### src/rtl/mem_port_arbiter.sv
// mem_port_arbiter
// Shares one single-ported, DPI-backed memory between the IFU (read-only)
// and the LSU (read/write). Only one transaction is in flight at a time, and
// each transaction produces exactly one men pulse. A transaction runs
// IDLE -> [WAIT] -> ACCESS -> RESP -> IDLE.
//
// Optional build macro:
//   MEM_ARB_RR_EN  round-robin arbitration between IFU and LSU. When it is not
//                  defined, the LSU has fixed priority over the IFU.
module mem_port_arbiter #(
    parameter int AW        = 64,
    parameter int DW        = 64,
    parameter int MEM_DELAY = 0
) (
    input  logic          clk,
    input  logic          rst,

    input  logic          ifu_req_valid,
    output logic          ifu_req_ready,
    input  logic [AW-1:0] ifu_req_addr,
    output logic          ifu_rsp_valid,
    input  logic          ifu_rsp_ready,
    output logic [DW-1:0] ifu_rsp_data,

    input  logic          lsu_req_valid,
    output logic          lsu_req_ready,
    input  logic          lsu_req_wen,
    input  logic [AW-1:0] lsu_req_addr,
    input  logic [DW-1:0] lsu_req_wdata,
    input  logic [7:0]    lsu_req_wmask,
    output logic          lsu_rsp_valid,
    input  logic          lsu_rsp_ready,
    output logic [DW-1:0] lsu_rsp_data,

    output logic          men,
    output logic          mwen,
    output logic [AW-1:0] raddr,
    output logic [AW-1:0] waddr,
    output logic [DW-1:0] wdata,
    output logic [7:0]    wmask,
    input  logic [DW-1:0] rdata
);

    typedef enum logic [1:0] {
        S_IDLE   = 2'd0,
        S_WAIT   = 2'd1,
        S_ACCESS = 2'd2,
        S_RESP   = 2'd3
    } state_t;

    // Wait counter reload value; MEM_DELAY is limited to 0..15.
    localparam logic [3:0] DELAY_CNT = 4'(MEM_DELAY);

    state_t        state_q, state_nx;
    logic [3:0]    cnt_q, cnt_nx;

    // Latched transaction. owner_q is 1 for an LSU transaction.
    logic          owner_q;
    logic          wen_q;
    logic [AW-1:0] addr_q;
    logic [DW-1:0] wdata_q;
    logic [7:0]    wmask_q;
    logic [DW-1:0] rsp_data_q;

    logic          grant_ifu;
    logic          grant_lsu;
    logic          req_hs;

`ifdef MEM_ARB_RR_EN
    // Requester granted most recently: 1 = LSU, 0 = IFU.
    logic          last_grant_q;

    // Round-robin: on a tie, grant the requester that was not granted last.
    always_comb begin
        grant_ifu = 1'b0;
        grant_lsu = 1'b0;
        if (ifu_req_valid && lsu_req_valid) begin
            grant_lsu = ~last_grant_q;
            grant_ifu = last_grant_q;
        end else begin
            grant_lsu = lsu_req_valid;
            grant_ifu = ifu_req_valid;
        end
    end

    // Record the winner of every request handshake.
    always_ff @(posedge clk) begin
        if (rst) begin
            last_grant_q <= 1'b0;
        end else if (req_hs) begin
            last_grant_q <= lsu_req_ready;
        end
    end
`else
    // Fixed priority: the LSU wins over the IFU.
    always_comb begin
        grant_lsu = lsu_req_valid;
        grant_ifu = ifu_req_valid & ~lsu_req_valid;
    end
`endif

    // State and wait-counter registers.
    always_ff @(posedge clk) begin
        if (rst) begin
            state_q <= S_IDLE;
            cnt_q   <= 4'd0;
        end else begin
            state_q <= state_nx;
            cnt_q   <= cnt_nx;
        end
    end

    // Next-state logic plus all handshake and memory-enable outputs.
    always_comb begin
        state_nx      = state_q;
        cnt_nx        = cnt_q;
        ifu_req_ready = 1'b0;
        lsu_req_ready = 1'b0;
        ifu_rsp_valid = 1'b0;
        lsu_rsp_valid = 1'b0;
        men           = 1'b0;
        mwen          = 1'b0;
        req_hs        = 1'b0;
        case (state_q)
            S_IDLE: begin
                // Never accept a request in a cycle where reset is high.
                if (!rst) begin
                    ifu_req_ready = grant_ifu;
                    lsu_req_ready = grant_lsu;
                end
                req_hs = ifu_req_ready | lsu_req_ready;
                if (req_hs) begin
                    cnt_nx   = DELAY_CNT;
                    state_nx = (MEM_DELAY == 0) ? S_ACCESS : S_WAIT;
                end
            end
            S_WAIT: begin
                cnt_nx = cnt_q - 4'd1;
                if (cnt_q <= 4'd1) begin
                    state_nx = S_ACCESS;
                end
            end
            S_ACCESS: begin
                men      = 1'b1;
                mwen     = wen_q;
                state_nx = S_RESP;
            end
            S_RESP: begin
                ifu_rsp_valid = ~owner_q;
                lsu_rsp_valid = owner_q;
                if ((owner_q && lsu_rsp_ready) || (!owner_q && ifu_rsp_ready)) begin
                    state_nx = S_IDLE;
                end
            end
            default: begin
                state_nx = S_IDLE;
            end
        endcase
    end

    // Latch the granted request at handshake and capture the response during ACCESS.
    always_ff @(posedge clk) begin
        if (rst) begin
            owner_q    <= 1'b0;
            wen_q      <= 1'b0;
            addr_q     <= '0;
            wdata_q    <= '0;
            wmask_q    <= '0;
            rsp_data_q <= '0;
        end else begin
            if (req_hs) begin
                owner_q <= lsu_req_ready;
                if (lsu_req_ready) begin
                    wen_q   <= lsu_req_wen;
                    addr_q  <= lsu_req_addr;
                    wdata_q <= lsu_req_wdata;
                    wmask_q <= lsu_req_wen ? lsu_req_wmask : 8'h00;
                end else begin
                    wen_q   <= 1'b0;
                    addr_q  <= ifu_req_addr;
                    wdata_q <= '0;
                    wmask_q <= 8'h00;
                end
            end
            if (state_q == S_ACCESS) begin
                rsp_data_q <= wen_q ? '0 : rdata;
            end
        end
    end

    assign raddr        = addr_q;
    assign waddr        = addr_q;
    assign wdata        = wdata_q;
    assign wmask        = wmask_q;
    assign ifu_rsp_data = rsp_data_q;
    assign lsu_rsp_data = rsp_data_q;

endmodule

### config.mk
export PLATFORM = sky130hd
export DESIGN_NAME = mem_port_arbiter
export DESIGN_NICKNAME = d
export VERILOG_FILES = /design/src/rtl/mem_port_arbiter.sv
export SDC_FILE = /design/constraint.sdc
export NUM_CORES = 1
export LEC_CHECK = 0
export ABC_AREA = 1
export CAP_MARGIN = 10
export CORE_AREA = 4 4 234 236
export CTS_CLUSTER_SIZE = 40
export DETAILED_ROUTE_END_ITERATION = 8
export DIE_AREA = 0 0 238 240
export GPL_ROUTABILITY_DRIVEN = 0
export PLACE_DENSITY_LB_ADDON = 0.12
export SLEW_MARGIN = 20
export SYNTH_ARGS = -nofsm -noshare
export SYNTH_HDL_FRONTEND = slang
export SYNTH_SLANG_ARGS = --single-unit
### constraint.sdc
create_clock -name clk -period 2.1 [get_ports clk]
set_input_delay 0.315 -clock clk [delete_from_list [all_inputs] [get_ports clk]]
set_output_delay 0.315 -clock clk [all_outputs]
set_load 0.1 [all_outputs]
==> metrics.md <==
| Metric | Value |
|---|---|
| Status | `completed` |
| Share of cells above drive strength 1 | `24.6%` |
| Rows | `84` |
| Antenna viol nets, final | `0` |
| Sw Pwr | `roughly 8 mW` |
| Clk pwr share | `~30%` |
| TNS Setup | `0 ns` |
| Initial antenna violation count | `2` |
| Hold crit path type | `in -> reg` |
| Final setup skew | `0.00607 ns` |
| Port bufs | `604` |
| DR WL/cell | `17.4 µm` |
| Leakage power | `6.70 nW` |
| CTS tree | `done` |
| YS warnings | `0` |
| First-pass GRT wire length | `61400 µm` |
| Syn Nets | `~1600` |
| # fillers | `between 5000 and 6000` |
| Clock sinks | `208` |
| Hold depth | `3` |
| RSZ-0062 raised after global routing | `no` |
| Register share of total power | `between 20% and 30%` |
| Area post-placement | `0.0144 mm²` |
| Power per cell area | `1110 mW/mm²` |
| Vias per cell | `between 3 and 4` |
| Type of origin of the critical path | `register` |
| Pin count of the biggest net entering global routing | `~130` |
| Worst Setup EP | `lsu_req_ready` |
| Initial Util | `between 15 and 20%` |
| Critical register-to-register path startpoint | `state_q[0]` |
| Via count of the first global-routing pass | `9405` |
| CP arrival | `1.66 ns` |
| Fin. max-slew vios | `0` |
| Final hold vios | `0` |
| Flop2flop setup slack | `0.46 ns` |
| WP data required | `1.78 ns` |
| First-pass DRT Iterations | `4` |
| Setup Viol. Count Final | `0` |
| Top post-synthesis cells by area | `dfxtp_1 45%, nand2_1 16%, buf_4 12%, a21oi_1 7.7%, nor2_1 5.8%` |
| Final Critical Period | `about 2 ns` |
| Total CTS buffers | `28` |
| Top cell type by total area after synthesis | `dfxtp_1` |
| Max H-tree Level | `1` |
| Crit. Startpoint | `state_q[0]` |
| Clk_lat worst skew | `0.55 ns` |
| Syn Std Cell Area | `just over 0.009 mm²` |
| I/O pin count | `~600` |
| Clock root cell | `clkbuf_16` |
| Cell variety after synth | `20` |
| Max capacitance violation total | `0` |
| Worst Path Max Fanout | `13` |
| Drt drc | `0` |
| HPWL Detailed | `about 32000 µm` |
| Die Height | `around 240 µm` |
| Worst vdd ir | `0.509 mV` |
| Yosys reg bits | `208` |
| RR Endpoint | `raddr[35]` |
| Fmax | `slightly above 500 MHz` |
| Die width | `between 200 and 250 µm` |
| Die Area | `0.0571 mm²` |
| Routed WL | `42700 µm` |
| Yosys top cell area share | `about 45%` |
| Fin area | `between 0.015 and 0.02 mm²` |
| Initial detailed-routing violation count | `357` |
| Crit Path Class | `reg -> out` |
| Total GRT Usage | `13.8%` |
| Design Power | `17.0 mW` |
| Worst-Margin Slew | `0.737 ns` |
| Nets@finish | `2013` |
| Hold_buf cts | `0` |
| Vias | `~9600` |
| R2R depth | `6` |
| Post-Synthesis Cells | `~1300` |
| Mean Syn Cell Area | `between 7 and 8 µm²` |
| Worst-case clock buffer depth | `3` |
| Switching Share | `46.3%` |
| Grt ovf | `0` |
| Final Cycle Share | `between 90% and 100%` |
| Logic gate share of total power | `between 40% and 50%` |
| Clock transition at the registers of the reported paths | `0.06 ns` |
| Core area | `0.0524 mm²` |
| Synth-to-Final Area Change | `66.5%` |
| Normalized max-slew margin | `50.9%` |
| Worst setup EP type | `output port` |
| Internal power | `9.12 mW` |
| Sequential fraction of the synthesis area | `approximately 45%` |
[flip-flops by register name, indices dropped and copies added (netlist names)]
register	count
cnt_q	4
raddr	64
wen_q	1
wmask	8
wdata	64
owner_q	1
state_q	2
ifu_rsp_data	64
[layout make-up]
class	count	area, µm²	share of cell area (%)
timing repair buffer	640	5670	36.9
sequential	208	4170	27.1
multi-input combinational	843	3600	23.4
tap	688	861	5.61
clock buffer	43	858	5.59
clock inverter	9	123	0.799
inverter	19	76.3	0.497
antenna	3	7.51	0.0489
[cell families after synthesis]
kind of cell	after synthesis	share of synthesized area [%]
flops	208	45.1
buf+inv	234	16.0
simple gates	630	27.1
compound gates	211	11.5
fa+ha+maj	2	0.271
[how the worst min path moves through the flow]
stage               from        end  slack (ns)
3_5_place_dp    wdata[1]   wdata[1]        0.45
2_1_floorplan   cnt_q[0]   cnt_q[0]        0.45
4_1_cts              rst      wen_q        0.22
6_report             rst   wmask[1]        0.25
3_3_place_gp   wdata[43]  wdata[43]        0.45
5_1_grt              rst  wdata[62]        0.27
[power by group through the flow]
stage               Combinational (mW)  Clock, mW  Sequential [mW]
floorplan                         3.38          0             7.01
global placement                  7.33          0             4.73
detailed placement                7.33          0             4.73
CTS                               7.35       5.29             4.65
global route                      7.57       5.43             4.69
finish                            7.27       5.07             4.64
[repair_timing]
action	CTS	global route
gates resized for setup	1	0
endpoints found under the hold margin	0	0
pin swaps	1	1
setup endpoints to repair	2	1
buffers inserted	2	0
[through the flow]
step	std cells	hold slack, ns	setup slack (ns)	util [%]
floorplan	1285	0.454	0.0173	-
global placement	2396	0.449	0.123	27.4
detailed placement	2396	0.452	0.0862	27.4
CTS	2450	0.220	0.0417	29.3
global route	2452	0.273	0.00909	29.3
finish	2453	0.250	0.121	29.3
[synth_stat cells (all sizes together)]
cell    number
nand4        2
dfxtp      208
inv         19
o21ai       69
nor2       145
buf        181
o31ai        1
or2          1
nand3       78
nand2      404
ha           2
clkbuf      34
a21oi      141
[critical path: stages, from the launching register on]
cell,delay [ns]
dfxtp_1,0.38
nor2_4,0.19
nand2_4,0.10
inv_4,0.11
buf_12,0.15
buf_12,0.18
[layer usage]
layer	global-route usage [%]	vias up	routed length [µm]
met3	3.05	49	2710
met1	16.9	4368	17700
met5	0	-	0
met4	3.64	0	944
met2	24.5	308	21400
li1	-	4881	-
[layout by cell type, fill, tap and decap left out, types with 2 or more instances in the layout]
cell | synthesis | final
inv_4 | 0 | 2
inv_2 | 5 | 5
clkdlybuf4s50_1 | 0 | 269
ha_1 | 2 | 2
buf_12 | 0 | 15
nand3_1 | 78 | 78
nor2_1 | 142 | 139
o21ai_1 | 23 | 23
nand4_1 | 2 | 2
diode_2 | 0 | 3
buf_4 | 146 | 356
clkbuf_16 | 0 | 29
inv_1 | 14 | 12
clkbuf_8 | 0 | 8
clkinv_2 | 0 | 5
nor2_4 | 3 | 4
dfxtp_1 | 208 | 207
o21ai_0 | 45 | 45
clkbuf_1 | 34 | 6
nand2_1 | 403 | 403
a21oi_1 | 141 | 141
nor2_2 | 0 | 2
bufinv_16 | 0 | 3
No activity file was read; power rests on OpenSTA's default activity.
